$ cat src/rtl/cabin_light_scheduler.sv
// cabin_light_scheduler: picks the lighting mode from the emergency, crew and
// auto-schedule requesters. Fixed priority, minimum dwell between changes,
// emergency latch.
// Optional macro CABIN_RAMP_EN: route NORMAL->IDLE through a timed DIMMING ramp.
//
// state    | meaning
// ---------+-----------------------------------------------------------
// ST_RUN   | idle, accepts the winning crew/auto request
// ST_DWELL | holding mode_select until the dwell counter reaches 0
// ST_RAMP  | DIMMING step of a NORMAL->IDLE ramp (CABIN_RAMP_EN only)
// ST_EMERG | emergency latched; only a crew request exits
module cabin_light_scheduler #(
    parameter int MIN_DWELL   = 16,
    parameter int RAMP_CYCLES = 32
) (
    input  logic       clk,
    input  logic       reset_n,
    input  logic       emerg_req,
    input  logic       crew_req,
    input  logic [1:0] crew_mode,
    input  logic       auto_req,
    input  logic [1:0] auto_mode,
    output logic [1:0] mode_select,
    output logic       crew_ack,
    output logic       auto_ack,
    output logic [1:0] sched_state,
    output logic       busy,
    output logic       emerg_active
);

    typedef enum logic [1:0] {
        ST_RUN   = 2'b00,
        ST_DWELL = 2'b01,
        ST_RAMP  = 2'b10,
        ST_EMERG = 2'b11
    } state_t;

    localparam logic [1:0] MODE_IDLE   = 2'b00;
    localparam logic [1:0] MODE_NORMAL = 2'b01;
    localparam logic [1:0] MODE_DIM    = 2'b10;
    localparam logic [1:0] MODE_EMERG  = 2'b11;

    localparam logic [7:0] DWELL_LOAD = 8'(MIN_DWELL - 1);

    // Both parameters are range-checked even when the ramp is compiled out.
    if (MIN_DWELL < 1 || MIN_DWELL > 255 || RAMP_CYCLES < 1 || RAMP_CYCLES > 255) begin : g_bad_param
        $error("cabin_light_scheduler: MIN_DWELL and RAMP_CYCLES must be 1..255");
    end

    state_t     state, state_nxt;
    logic [1:0] mode_nxt;
    logic       crew_ack_nxt, auto_ack_nxt;
    logic [7:0] dwell_cnt, dwell_nxt;
    logic       crew_pend, auto_pend, win_valid;
    logic [1:0] win_mode;

`ifdef CABIN_RAMP_EN
    localparam logic [7:0] RAMP_LOAD = 8'(RAMP_CYCLES - 1);
    logic [7:0] ramp_cnt, ramp_nxt;
`endif

    // A request still high during its own ack cycle is the tail of the old one.
    assign crew_pend = crew_req && !crew_ack;
    assign auto_pend = auto_req && !auto_ack;
    assign win_valid = crew_pend || auto_pend;
    assign win_mode  = crew_pend ? crew_mode : auto_mode;

    assign sched_state  = state;
    assign busy         = (state == ST_DWELL) || (state == ST_RAMP);
    assign emerg_active = (state == ST_EMERG);

    // State, mode, ack and counter registers.
    always_ff @(posedge clk or negedge reset_n) begin
        if (!reset_n) begin
            state       <= ST_RUN;
            mode_select <= MODE_IDLE;
            crew_ack    <= 1'b0;
            auto_ack    <= 1'b0;
            dwell_cnt   <= 8'd0;
`ifdef CABIN_RAMP_EN
            ramp_cnt    <= 8'd0;
`endif
        end else begin
            state       <= state_nxt;
            mode_select <= mode_nxt;
            crew_ack    <= crew_ack_nxt;
            auto_ack    <= auto_ack_nxt;
            dwell_cnt   <= dwell_nxt;
`ifdef CABIN_RAMP_EN
            ramp_cnt    <= ramp_nxt;
`endif
        end
    end

    // Arbitration, next-state and next-output logic.
    always_comb begin
        state_nxt    = state;
        mode_nxt     = mode_select;
        crew_ack_nxt = 1'b0;
        auto_ack_nxt = 1'b0;
        dwell_nxt    = dwell_cnt;
`ifdef CABIN_RAMP_EN
        ramp_nxt     = ramp_cnt;
`endif
        if (emerg_req) begin
            state_nxt = ST_EMERG;
            mode_nxt  = MODE_EMERG;
            dwell_nxt = 8'd0;
`ifdef CABIN_RAMP_EN
            ramp_nxt  = 8'd0;
`endif
        end else begin
            case (state)
                ST_RUN: begin
                    if (win_valid) begin
                        crew_ack_nxt = crew_pend;
                        auto_ack_nxt = !crew_pend;
                        if (win_mode != mode_select) begin
`ifdef CABIN_RAMP_EN
                            if (win_mode == MODE_IDLE && mode_select == MODE_NORMAL) begin
                                state_nxt = ST_RAMP;
                                mode_nxt  = MODE_DIM;
                                ramp_nxt  = RAMP_LOAD;
                            end else begin
                                state_nxt = ST_DWELL;
                                mode_nxt  = win_mode;
                                dwell_nxt = DWELL_LOAD;
                            end
`else
                            state_nxt = ST_DWELL;
                            mode_nxt  = win_mode;
                            dwell_nxt = DWELL_LOAD;
`endif
                        end
                    end
                end
                ST_DWELL: begin
                    if (dwell_cnt == 8'd0) state_nxt = ST_RUN;
                    else                   dwell_nxt = dwell_cnt - 8'd1;
                end
`ifdef CABIN_RAMP_EN
                ST_RAMP: begin
                    if (ramp_cnt == 8'd0) begin
                        state_nxt = ST_DWELL;
                        mode_nxt  = MODE_IDLE;
                        dwell_nxt = DWELL_LOAD;
                    end else begin
                        ramp_nxt = ramp_cnt - 8'd1;
                    end
                end
`endif
                ST_EMERG: begin
                    if (crew_pend) begin
                        crew_ack_nxt = 1'b1;
                        mode_nxt     = crew_mode;
                        dwell_nxt    = DWELL_LOAD;
                        state_nxt    = ST_DWELL;
                    end
                end
                default: state_nxt = ST_RUN;
            endcase
        end
    end

endmodule

$ cat config.mk
export PLATFORM = sky130hd
export DESIGN_NAME = cabin_light_scheduler
export DESIGN_NICKNAME = d
export VERILOG_FILES = /design/src/rtl/cabin_light_scheduler.sv
export SDC_FILE = /design/constraint.sdc
export NUM_CORES = 1
export LEC_CHECK = 0
export ABC_AREA = 1
export CAP_MARGIN = 10
export CORE_MARGIN = 2
export CORE_UTILIZATION = 32
export CTS_BUF_LIST = sky130_fd_sc_hd__clkbuf_16
export CTS_CLUSTER_SIZE = 28
export DETAILED_ROUTE_END_ITERATION = 10
export PLACE_DENSITY_LB_ADDON = 0.08
export RECOVER_POWER = 50
export SYNTH_ARGS = -nofsm -noshare
export SYNTH_HDL_FRONTEND = slang
export SYNTH_SLANG_ARGS = --single-unit
export TNS_END_PERCENT = 50
$ cat constraint.sdc
create_clock -name clk -period 4.1 [get_ports clk]
set_input_delay 0.82 -clock clk [delete_from_list [all_inputs] [get_ports clk]]
set_output_delay 0.82 -clock clk [all_outputs]
set_load 0.02 [all_outputs]
==> Word-level counts from Yosys, hierarchy flattened <==
Index checks and enable logic that the tools add are counted.
{ "word_totals": {"register_bits": 14, "in_bits": 9, "out_inout_bits": 8, "wordCells": 54} }
{ "op_classes": {"n_addsub": 1, "n_eq_ne": 9, "mux": 25, "n_reduce_logical": 14} }
{ "op_table": {"columns": ["op", "n"], "rows": [
  ["8-bit 2-to-1 mux", 5],
  ["8-bit case mux with 3 select lines", 1],
  ["2-bit 2-to-1 mux", 10],
  ["3-bit inequality test (second input constant)", 3],
  ["8-bit logical NOT", 1],
  ["4-bit AND reduction", 2],
  ["8-bit by 1-bit subtractor with 8-bit output (second input constant)", 1],
  ["1-bit 2-to-1 mux", 6],
  ["3-bit by 2-bit inequality test with 1-bit output (second input constant)", 2],
  ["2-bit case mux with 3 select lines", 1],
  ["5-bit AND reduction", 1],
  ["2-bit == test (second input constant)", 2],
  ["2-bit case mux with 2 select lines", 1],
  ["4-bit nonzero test", 1],
  ["1-bit logical NOT", 3],
  ["3-bit nonzero test", 1],
  ["2-bit by 1-bit == test with 1-bit output (second input constant)", 1],
  ["1-bit logical AND", 2],
  ["2-bit logical NOT", 1],
  ["1-bit logical OR", 2],
  ["2-bit inequality test", 1],
  ["1-bit case mux with 2 select lines", 1]
]} }

==> Depth between registers and ports, before layout <==
Gate-level depths: netlist of the first run.
{ "depth": {"depth_word": 8, "ltp_mapped": 10, "depth_no_buf": 10} }

==> Least setup slack after synthesis of the first run <==
No wires, ideal clock.
{ "synth_path": {"path_type": "register -> output", "start": "register state[0], in the netlist sched_state[0]", "end": "output busy", "arrival_ps": 959, "t_required_ps": 3280, "slack_ps": 2321, "stages_incl_launch_ff": 3, "n_path_buf": 0, "cell_sequence": "dfrtp_1 > inv_1 > ha_1"} }
{ "synth_via": {"elab_chain_cells": 2, "elab_cells_between_ends": 3, "classes_between": "eq/ne: 2; reduce/logical: 1"} }
{ "synth_rtl": {"columns": ["element", "line", "rtl"], "rows": [
  ["from (decl)", "50", "state_t state, state_nxt;"],
  ["from (signal assigned)", "84", "state <= state_nxt;"],
  ["2-bit by 1-bit == test with 1-bit output / 2-bit == test (equally long branches)", "69", "assign busy = (state == ST_DWELL) || (state == ST_RAMP);"],
  ["1-bit logical OR *", "69", null],
  ["to (decl)", "27", "output logic busy,"]
]} }
Mark *: on every way between the ends. The rest lies on a longest branch, timed or not.

==> Worst setup path in the final report of the first run <==
Ends and elaborated chain as after synthesis.

==> metrics.cfg, run 1 <==
[clock_network]
cts_setup_buffers=0
clk_pin_slew_worst_paths_ns=0.05
clock_latency_ns=0.24
cts_hold_buf=0
numClockSinks=14
clock-root-buffer=clkbuf_16
cts-resized-gates=0
cts_buffers=3
cts.htree.levels=1
cts_tree=yes
cts_max_path_buffers=2

[placement]
port_buffers=16
dp_hpwl_mm=1.98
place.gp.congestion=0.942
dp_slack_ns=1.55
placedCellCount=219

[power_and_ir_drop]
pwr-share-clk_pct=21.5
p_sw_mw=0.370
peakVddDrop_v=0.000311
pwr-share-seq_pct=26.6
power.leakage_nw=0.703
pwr-share-comb_pct=51.9
p_per_area_nw_per_um2=633
switching_share_pct=43.4
p_int_mw=0.482

[routing]
postRouteAntennaNets=0
drt-initial-drc-count=42
vias=1067
vias_per_cell=4.81
drc=0
wl_per_cell_um=11.6
firstDrtPassIters=4
drt_wl_total_mm=2.57

[synthesis]
yosysSeqAreaShare_pct=32.7
syn_nets=173
synth-seq-cells=14
synth_commonest_cells=nand2_1, inv_1, nand3_1
ys.flop_type=dfrtp_1
synth_warnings=0
yosys-top-cells-area=dfrtp_1, nand2_1, nand3_1
postSynthCellCount=159
yosysTopAreaCell=dfrtp_1
synthArstFlopShare_pct=100
synth_edf_count=0
synthDistinctLibCells=21
yosysMostFrequentCell=nand2_1
synth_top_area_share_pct=32.7
avgSynthCellArea_um2=6.74
syn-cell-area_um2=1070

[global_route]
grt_max_degree=15
antenna_found_initial=0
grt_pass1_vias=936
grt_overflow=0
grt_usage_pct=15.4
grt_pass1_wl_mm=4.24

[critical_path]
crit_buf_inv=2
critPathKind=reg -> out
worstReg2RegStart=sched_state[0]
crit_path_start_kind=flop
arrival_ns=1.65
cp-end-kind=output pin
r2r_slack_ns=2.26
cp_top_family=buffers and inverters
r2r_end=dwell_cnt[3]
path_max_fanout=5
cp_slowest_cell=clkdlybuf4s50_1
r2r_cells=7
cp_cell_sequence=inv_1, ha_1, clkdlybuf4s50_1
critPathMaxStageDelay_ns=0.62
cp.required_ns=3.28

[cells_and_area]
final_cells=222
fill_cells=334
drive_above_1_share_pct=6.25
nets=192
area_growth_pct=25.6
insertedDiodeCount=0
post-route-util_pct=41.0

[sta]
setup_viol=0
fin_crit_ns=2.47
worst_pin_slew_ns=0.697
setup_tns_ns=0
finalHoldViolations=0
fin_worst_skew_ns=0.00192
final.setup.worst_slack_ns=1.63
rsz0062_at_grt=false
fmax_mhz=405
fin_hold_ws_ns=0.473
slew_headroom_pct=53.4
fin_crit_sh_pct=60.2
slew_viol_final=0

[worst_hold_path]
min_path_cells=2
holdCritStartpoint=dwell_cnt[6]
hold_path.class=reg -> reg
hold_end=dwell_cnt[6]

[floorplan]
die_w_um=61.9
rows=21
ioPinCount=17
start_util_pct=32.6
die-area_um2=3830
core_area_um2=3280
die_y_um=61.9

[run]
max_cap_viol_count=0

[run_status]
outcome=finished, final reports clean

-- worst reg2reg max path, delay by kind of cell (launching register included) --
family        cells  cell delay, ns
flops             1            0.41
simple gates      4            0.98
fa+ha+maj         1            0.18
buf+inv           2            0.14
-- routing by layer --
metal | part of all wire, % | wire [um] | vias up | track usage (%)
met2 | 42 | 1090 | 22 | 21.4
met5 | 0 | 0 | - | 0
met3 | 3.7 | 94 | 5 | 2.90
li1 | - | - | 561 | -
met1 | 52 | 1340 | 479 | 22.4
met4 | 1.9 | 49 | 0 | 8.21
-- power groups by stage --
stage	Sequential (mW)	Clock (mW)	Combinational, mW
floorplan	0.240	0	0.294
global placement	0.229	0	0.450
detailed placement	0.229	0	0.445
CTS	0.227	0.190	0.449
global route	0.235	0.195	0.497
finish	0.226	0.183	0.442
-- flip-flops by register name, indices dropped and copies added, names as in the netlist --
name / count
auto_ack: 1
sched_state: 2
crew_ack: 1
mode_select: 2
dwell_cnt: 8
-- cell families (layout without fill, tap and decap cells) --
kind of cell    after synthesis  after routing  share of synthesized area (%)
compound gates               11             11                           7.00
fa+ha+maj                     5              5                           5.83
buf+inv                      27             44                           10.3
flops                        14             14                           32.7
simple gates                102            102                           44.2
-- placed cells by master (no fill, tap or decap), drive strengths merged, types with 3 or more instances in the layout --
master and n:
nand2 50, inv 25, nand3 22, nor2 15, dfrtp 14, clkdlybuf4s50 12
nand4 11, a21oi 6, ha 5, dlygate4sd3 4, clkbuf 3, o21ai 3
-- metrics by stage --
| stage | power, mW | area (um2) |
|---|---|---|
| after floorplan | 0.534 | 1070 |
| after global placement | 0.679 | 1270 |
| after detailed placement | 0.674 | 1270 |
| after CTS | 0.866 | 1350 |
| after global routing | 0.928 | 1350 |
| final | 0.852 | 1350 |
-- worst max path at each step --
| stage | start | endpoint | slack (ns) | cells after the start |
|---|---|---|---|---|
| 6_report | sched_state[0] | busy | 1.63 | 3 |
| 3_3_place_gp | emerg_req | dwell_cnt[3] | 1.56 | 5 |
| 4_1_cts | sched_state[0] | busy | 1.61 | 3 |
| 5_1_grt | crew_req | dwell_cnt[7] | 1.51 | 9 |
| 3_5_place_dp | emerg_req | dwell_cnt[3] | 1.55 | 5 |
| 2_1_floorplan | sched_state[0] | busy | 2.32 | 2 |
-- final cells by class --
type                    count  area [um2]  share of cell area (%)
multi-input cells         118         609                    45.3
clock buffers               3        75.1                    5.58
flip-flops and latches     14         350                    26.0
well taps                  46        57.6                    4.28
repair buffers             16         160                    11.9
inverters                  25        93.8                    6.97
(Power assumes the default switching activity.)
==> inputs of run 2 (changes only) <==
==> constraint.sdc (replaced) <==
create_clock -name clk -period 2.55 [get_ports clk]
set_input_delay 0.51 -clock clk [delete_from_list [all_inputs] [get_ports clk]]
set_output_delay 0.51 -clock clk [all_outputs]
set_load 0.02 [all_outputs]
==> metrics.cfg, run 2 (same netlist as run 1, synthesis figures left out) <==
[run_status]
outcome=finished, final reports clean

[sta]
slew_headroom_pct=54.8  ; +1.4 points
fin_worst_skew_ns=0.00160  ; -0.000316 ns
fin_crit_sh_pct=85.0
rsz0062_at_grt=false
setup_tns_ns=0  ; unchanged
worst_pin_slew_ns=0.676  ; -0.0206 ns
fin_crit_ns=2.17
finalHoldViolations=0  ; unchanged
fmax_mhz=461
setup_viol=0  ; unchanged
slew_viol_final=0  ; unchanged

[floorplan]
rows=21  ; unchanged
die_y_um=61.9  ; unchanged
die-area_um2=3830  ; unchanged
core_area_um2=3280  ; unchanged
ioPinCount=17  ; unchanged
die_w_um=61.9  ; unchanged
start_util_pct=32.6  ; unchanged

[routing]
drt-initial-drc-count=24  ; -43%
postRouteAntennaNets=0  ; unchanged
wl_per_cell_um=11.5  ; -0.28%
firstDrtPassIters=4  ; unchanged
vias=1034  ; -3.1%
vias_per_cell=4.62  ; -4.0%
drt_wl_total_mm=2.59  ; +0.62%
drc=0  ; unchanged

[cells_and_area]
multi_input_comb_area_um2=609  ; unchanged
final_cell_mix=nand2_1, inv_1, nand3_1
largest_register=dwell_cnt
area_growth_pct=26.6
largest_register_ffs=8  ; unchanged
seqCellArea_um2=350  ; unchanged
nets=193  ; +0.52%
drive_above_1_share_pct=6.74  ; +0.49 points
insertedDiodeCount=0  ; unchanged
layout_commonest_cell=nand2_1
postLayoutCellArea_um2=1360  ; +0.84%
fill_cells=335  ; +0.30%

[critical_path]
arrival_ns=1.66  ; about the same
critPathKind=reg -> out
r2r_end=dwell_cnt[3]
path_max_fanout=5  ; unchanged
cp_cell_sequence=inv_1, ha_1, clkdlybuf4s50_1
crit_path_start_kind=flop
cp.required_ns=2.04  ; -1.24 ns
cp-end-kind=output pin
r2r_cells=8  ; +1
worstReg2RegStart=crew_ack
critPathMaxStageDelay_ns=0.62  ; about the same
cp_slowest_cell=clkdlybuf4s50_1
r2r_slack_ns=0.85  ; -1.41 ns

[run]
max_cap_viol_count=0  ; unchanged

[clock_network]
cts-resized-gates=0  ; unchanged
cts_max_path_buffers=2  ; unchanged
cts.htree.levels=1  ; unchanged
cts_setup_buffers=0  ; unchanged
clk_pin_slew_worst_paths_ns=0.05  ; about the same
clock-root-buffer=clkbuf_16
cts_buffers=3  ; unchanged
clock_latency_ns=0.25  ; about the same
cts_hold_buf=0  ; unchanged
numClockSinks=14  ; unchanged
cts_tree=yes

[global_route]
grt_usage_pct=15.6  ; +0.23 points
use_met2_pct=24.1  ; +2.7 points
grt-busiest-layer=met2
grtUsageMet3_pct=3.93  ; +1.0 points
antenna_found_initial=0  ; unchanged
grt_pass1_wl_mm=4.37  ; +3.1%
grtUsageMet1_pct=21.7  ; -0.70 points
grt_pass1_vias=992  ; +6.0%
grt_max_degree=15  ; unchanged
grt_overflow=0  ; unchanged

[power_and_ir_drop]
peakVddDrop_v=0.000441  ; +42%
p_per_area_nw_per_um2=1020  ; +62%
power.leakage_nw=0.709  ; +0.82%

[worst_hold_path]
min_path_cells=2  ; unchanged
holdCritStartpoint=dwell_cnt[6]
hold_path.class=reg -> reg
hold_end=dwell_cnt[6]

[placement]
dp_hpwl_mm=1.99  ; +0.54%
port_buffers=16  ; unchanged
placed_area_um2=1280  ; +0.59%
place.gp.congestion=0.941  ; about the same

==> run 2: area by class of cell <==
type | count | area share (%)
clock buffer | 3 | 5.53
sequential | 14 | 25.8
timing repair buffer | 17 | 12.4
multi-input combinational | 118 | 44.9
inverter | 25 | 6.91
clock inverter | 1 | 0.276
tap | 46 | 4.24
==> run 2: where the power goes <==
part           switching, mW  internal [mW]  total [mW]  leakage (nW)
Clock                  0.103          0.208       0.311        0.0385
Sequential            0.0706          0.292       0.363         0.177
Combinational          0.435          0.279       0.714         0.493
==> run 2: critical path: cells and delay by family, from the launching register on <==
family | cells | cell delay, ns
buffers and inverters | 2 | 0.68
DFF | 1 | 0.40
adders and majority gates | 1 | 0.33
==> run 2: worst max path at each step <==
stage / startpoint / endpoint / slack [ns] / depth (start not counted)
global placement: crew_req / sched_state[1] / 0.38 / 9
global route: crew_req / dwell_cnt[7] / 0.23 / 9
CTS: sched_state[0] / busy / 0.38 / 3
finish: sched_state[0] / busy / 0.38 / 3
floorplan: sched_state[0] / dwell_cnt[7] / 0.85 / 8
detailed placement: crew_req / dwell_cnt[3] / 0.36 / 8
==> run 2: per-stage QoR <==
step / std cells / util, % / hold slack, ns / setup WS [ns] / power (mW)
after global routing: 224 / 41.3 / 0.500 / 0.232 / 1.50
final: 224 / 41.3 / 0.476 / 0.382 / 1.39
after global placement: 220 / 39.0 / 0.465 / 0.385 / 1.09
after CTS: 224 / 41.4 / 0.478 / 0.383 / 1.40
after floorplan: 159 / - / 0.214 / 0.850 / 0.859
after detailed placement: 220 / 39.0 / 0.465 / 0.360 / 1.08
==> run 2: routing by layer <==
layer	part of all wire [%]	vias to the layer above
met4	0.85	0
met5	0	-
met2	42	12
met3	3.1	2
met1	54	462
li1	-	558
==> inputs of run 3 (changes only) <==
==> constraint.sdc (replaced) <==
create_clock -name clk -period 2.55 [get_ports clk]
set_input_delay 0.255 -clock clk [delete_from_list [all_inputs] [get_ports clk]]
set_output_delay 0.255 -clock clk [all_outputs]
set_load 0.02 [all_outputs]
==> metrics.cfg, run 3 (same netlist as run 1, synthesis figures left out) <==
[sta]
setup_tns_ns=0  ; unchanged
setup_viol=0  ; unchanged
fin_crit_ns=1.90  ; -0.264 ns
finalHoldViolations=0  ; unchanged
slew_headroom_pct=53.7  ; -1.1 points
fin_crit_sh_pct=74.7  ; -10 points
slew_viol_final=0  ; unchanged
fmax_mhz=525  ; +14%
rsz0062_at_grt=false
worst_pin_slew_ns=0.692  ; +0.0159 ns
fin_worst_skew_ns=0.00246  ; +0.000861 ns

[critical_path]
cp.required_ns=2.30  ; +0.26 ns
path_max_fanout=5  ; unchanged
cp_top_family=buffers and inverters
critPathMaxStageDelay_ns=0.62  ; about the same
crit_buf_inv=2  ; unchanged
critPathKind=reg -> out
cp_cell_sequence=inv_1, ha_1, clkdlybuf4s50_1
cp_slowest_cell=clkdlybuf4s50_1
arrival_ns=1.65  ; about the same
cp-end-kind=output pin
crit_path_start_kind=flop

[power_and_ir_drop]
p_int_mw=0.778  ; -0.14%
switching_share_pct=43.7  ; -0.19 points
p_per_area_nw_per_um2=1020  ; -0.11%
pwr-share-clk_pct=21.9  ; -0.5 points
p_sw_mw=0.603  ; -0.91%
power.leakage_nw=0.704  ; -0.63%
peakVddDrop_v=0.000409  ; -7.2%
pwr-share-comb_pct=51.8  ; +0.3 points
pwr-share-seq_pct=26.4  ; +0.3 points

[clock_network]
clock_latency_ns=0.24  ; about the same
cts_hold_buf=0  ; unchanged
clock-root-buffer=clkbuf_16
cts_tree=yes
cts_setup_buffers=0  ; unchanged
clk_pin_slew_worst_paths_ns=0.05  ; about the same
cts.htree.levels=1  ; unchanged
numClockSinks=14  ; unchanged
cts_buffers=3  ; unchanged
cts-resized-gates=0  ; unchanged
cts_max_path_buffers=2  ; unchanged

[global_route]
use_met2_pct=22.7  ; -1.4 points
grt_max_degree=15  ; unchanged
grt-busiest-layer=met2
grt_pass1_vias=957  ; -3.5%
grtUsageMet3_pct=3.93  ; unchanged
grt_pass1_wl_mm=4.33  ; -1.1%
grt_usage_pct=15.5  ; -0.16 points
grtUsageMet1_pct=22.3  ; +0.62 points
grt_overflow=0  ; unchanged
antenna_found_initial=0  ; unchanged

[routing]
drt_wl_total_mm=2.62  ; +1.3%
vias_per_cell=4.77  ; +3.3%
postRouteAntennaNets=0  ; unchanged
drt-initial-drc-count=44  ; +83%
vias=1063  ; +2.8%
wl_per_cell_um=11.8  ; +1.8%
firstDrtPassIters=4  ; unchanged
drc=0  ; unchanged

[cells_and_area]
drive_above_1_share_pct=6.78  ; +0.038 points
largest_register=dwell_cnt
largest_register_ffs=8  ; unchanged
insertedDiodeCount=0  ; unchanged
area_growth_pct=26.1
layout_commonest_cell=nand2_1
final_cell_mix=nand2_1, inv_1, nand3_1
final_cells=223  ; -0.45%
nets=192  ; -0.52%

[floorplan]
start_util_pct=32.6  ; unchanged
ioPinCount=17  ; unchanged
core_area_um2=3280  ; unchanged
die-area_um2=3830  ; unchanged
die_w_um=61.9  ; unchanged
rows=21  ; unchanged
die_y_um=61.9  ; unchanged

[placement]
placedCellCount=219  ; -0.45%
dp_hpwl_mm=2.00  ; +0.57%
place.gp.congestion=0.942  ; +0.12%
port_buffers=16  ; unchanged

[worst_hold_path]
hold_path.class=reg -> reg

[run_status]
outcome=finished, final reports clean

[run]
max_cap_viol_count=0  ; unchanged

-- run 3: cell count changes in the layout (fill, tap and decap cells not counted), sizes merged --
cell / change
dlygate4sd3: -1
buf: -1
clkdlybuf4s50: +1
-- run 3: worst min-delay path, stage by stage, from the launching register on --
cell     delay [ns]
dfrtp_1        0.34
nand2_1        0.05
nand2_1        0.05
-- run 3: worst paths after layout --
path | end | slack [ns] | from | depth (start not counted)
hold reg to reg | dwell_cnt[6] | 0.47 | dwell_cnt[6] | 2
setup / recovery | busy | 0.65 | sched_state[0] | 3
hold / removal | dwell_cnt[6] | 0.47 | dwell_cnt[6] | 2
min in group asynchronous | auto_ack | 0.50 | reset_n | 1
max in group asynchronous | dwell_cnt[3] | 1.61 | reset_n | 1
setup reg to reg | dwell_cnt[3] | 0.67 | sched_state[1] | 7
-- run 3: power by group through the flow --
stage	registers (mW)	clock network, mW	logic [mW]
3_5_place_dp	0.368	0	0.715
2_1_floorplan	0.385	0	0.473
5_1_grt	0.377	0.322	0.802
3_3_place_gp	0.368	0	0.724
6_report	0.364	0.302	0.715
4_1_cts	0.364	0.312	0.720
-- run 3: per-stage QoR --
step / hold slack (ns) / power (mW) / utilization [%] / setup slack (ns) / cell area (um2)
2_1_floorplan: -0.0406 / 0.859 / - / 0.850 / 1070
3_3_place_gp: 0.466 / 1.09 / 38.8 / 0.575 / 1270
3_5_place_dp: 0.461 / 1.08 / 38.8 / 0.571 / 1270
4_1_cts: 0.463 / 1.40 / 41.2 / 0.633 / 1350
5_1_grt: 0.502 / 1.50 / 41.2 / 0.465 / 1350
6_report: 0.470 / 1.38 / 41.2 / 0.646 / 1350
-- run 3: layout make-up --
cell class              instances  area (um2)
fillers                       353        1930
multi-input cells             118         612
flip-flops and latches         14         350
repair buffers                 16         160
inverters                      25        93.8
clock buffers                   3        75.1
well taps                      46        57.6
clock inverters                 1        3.75
-- run 3: metal layers --
layer  share of wire (%)  vias up
met5                   0        -
met4                 1.1        0
met3                 3.6        4
met2                  44       21
met1                  52      482
li1                    -      556
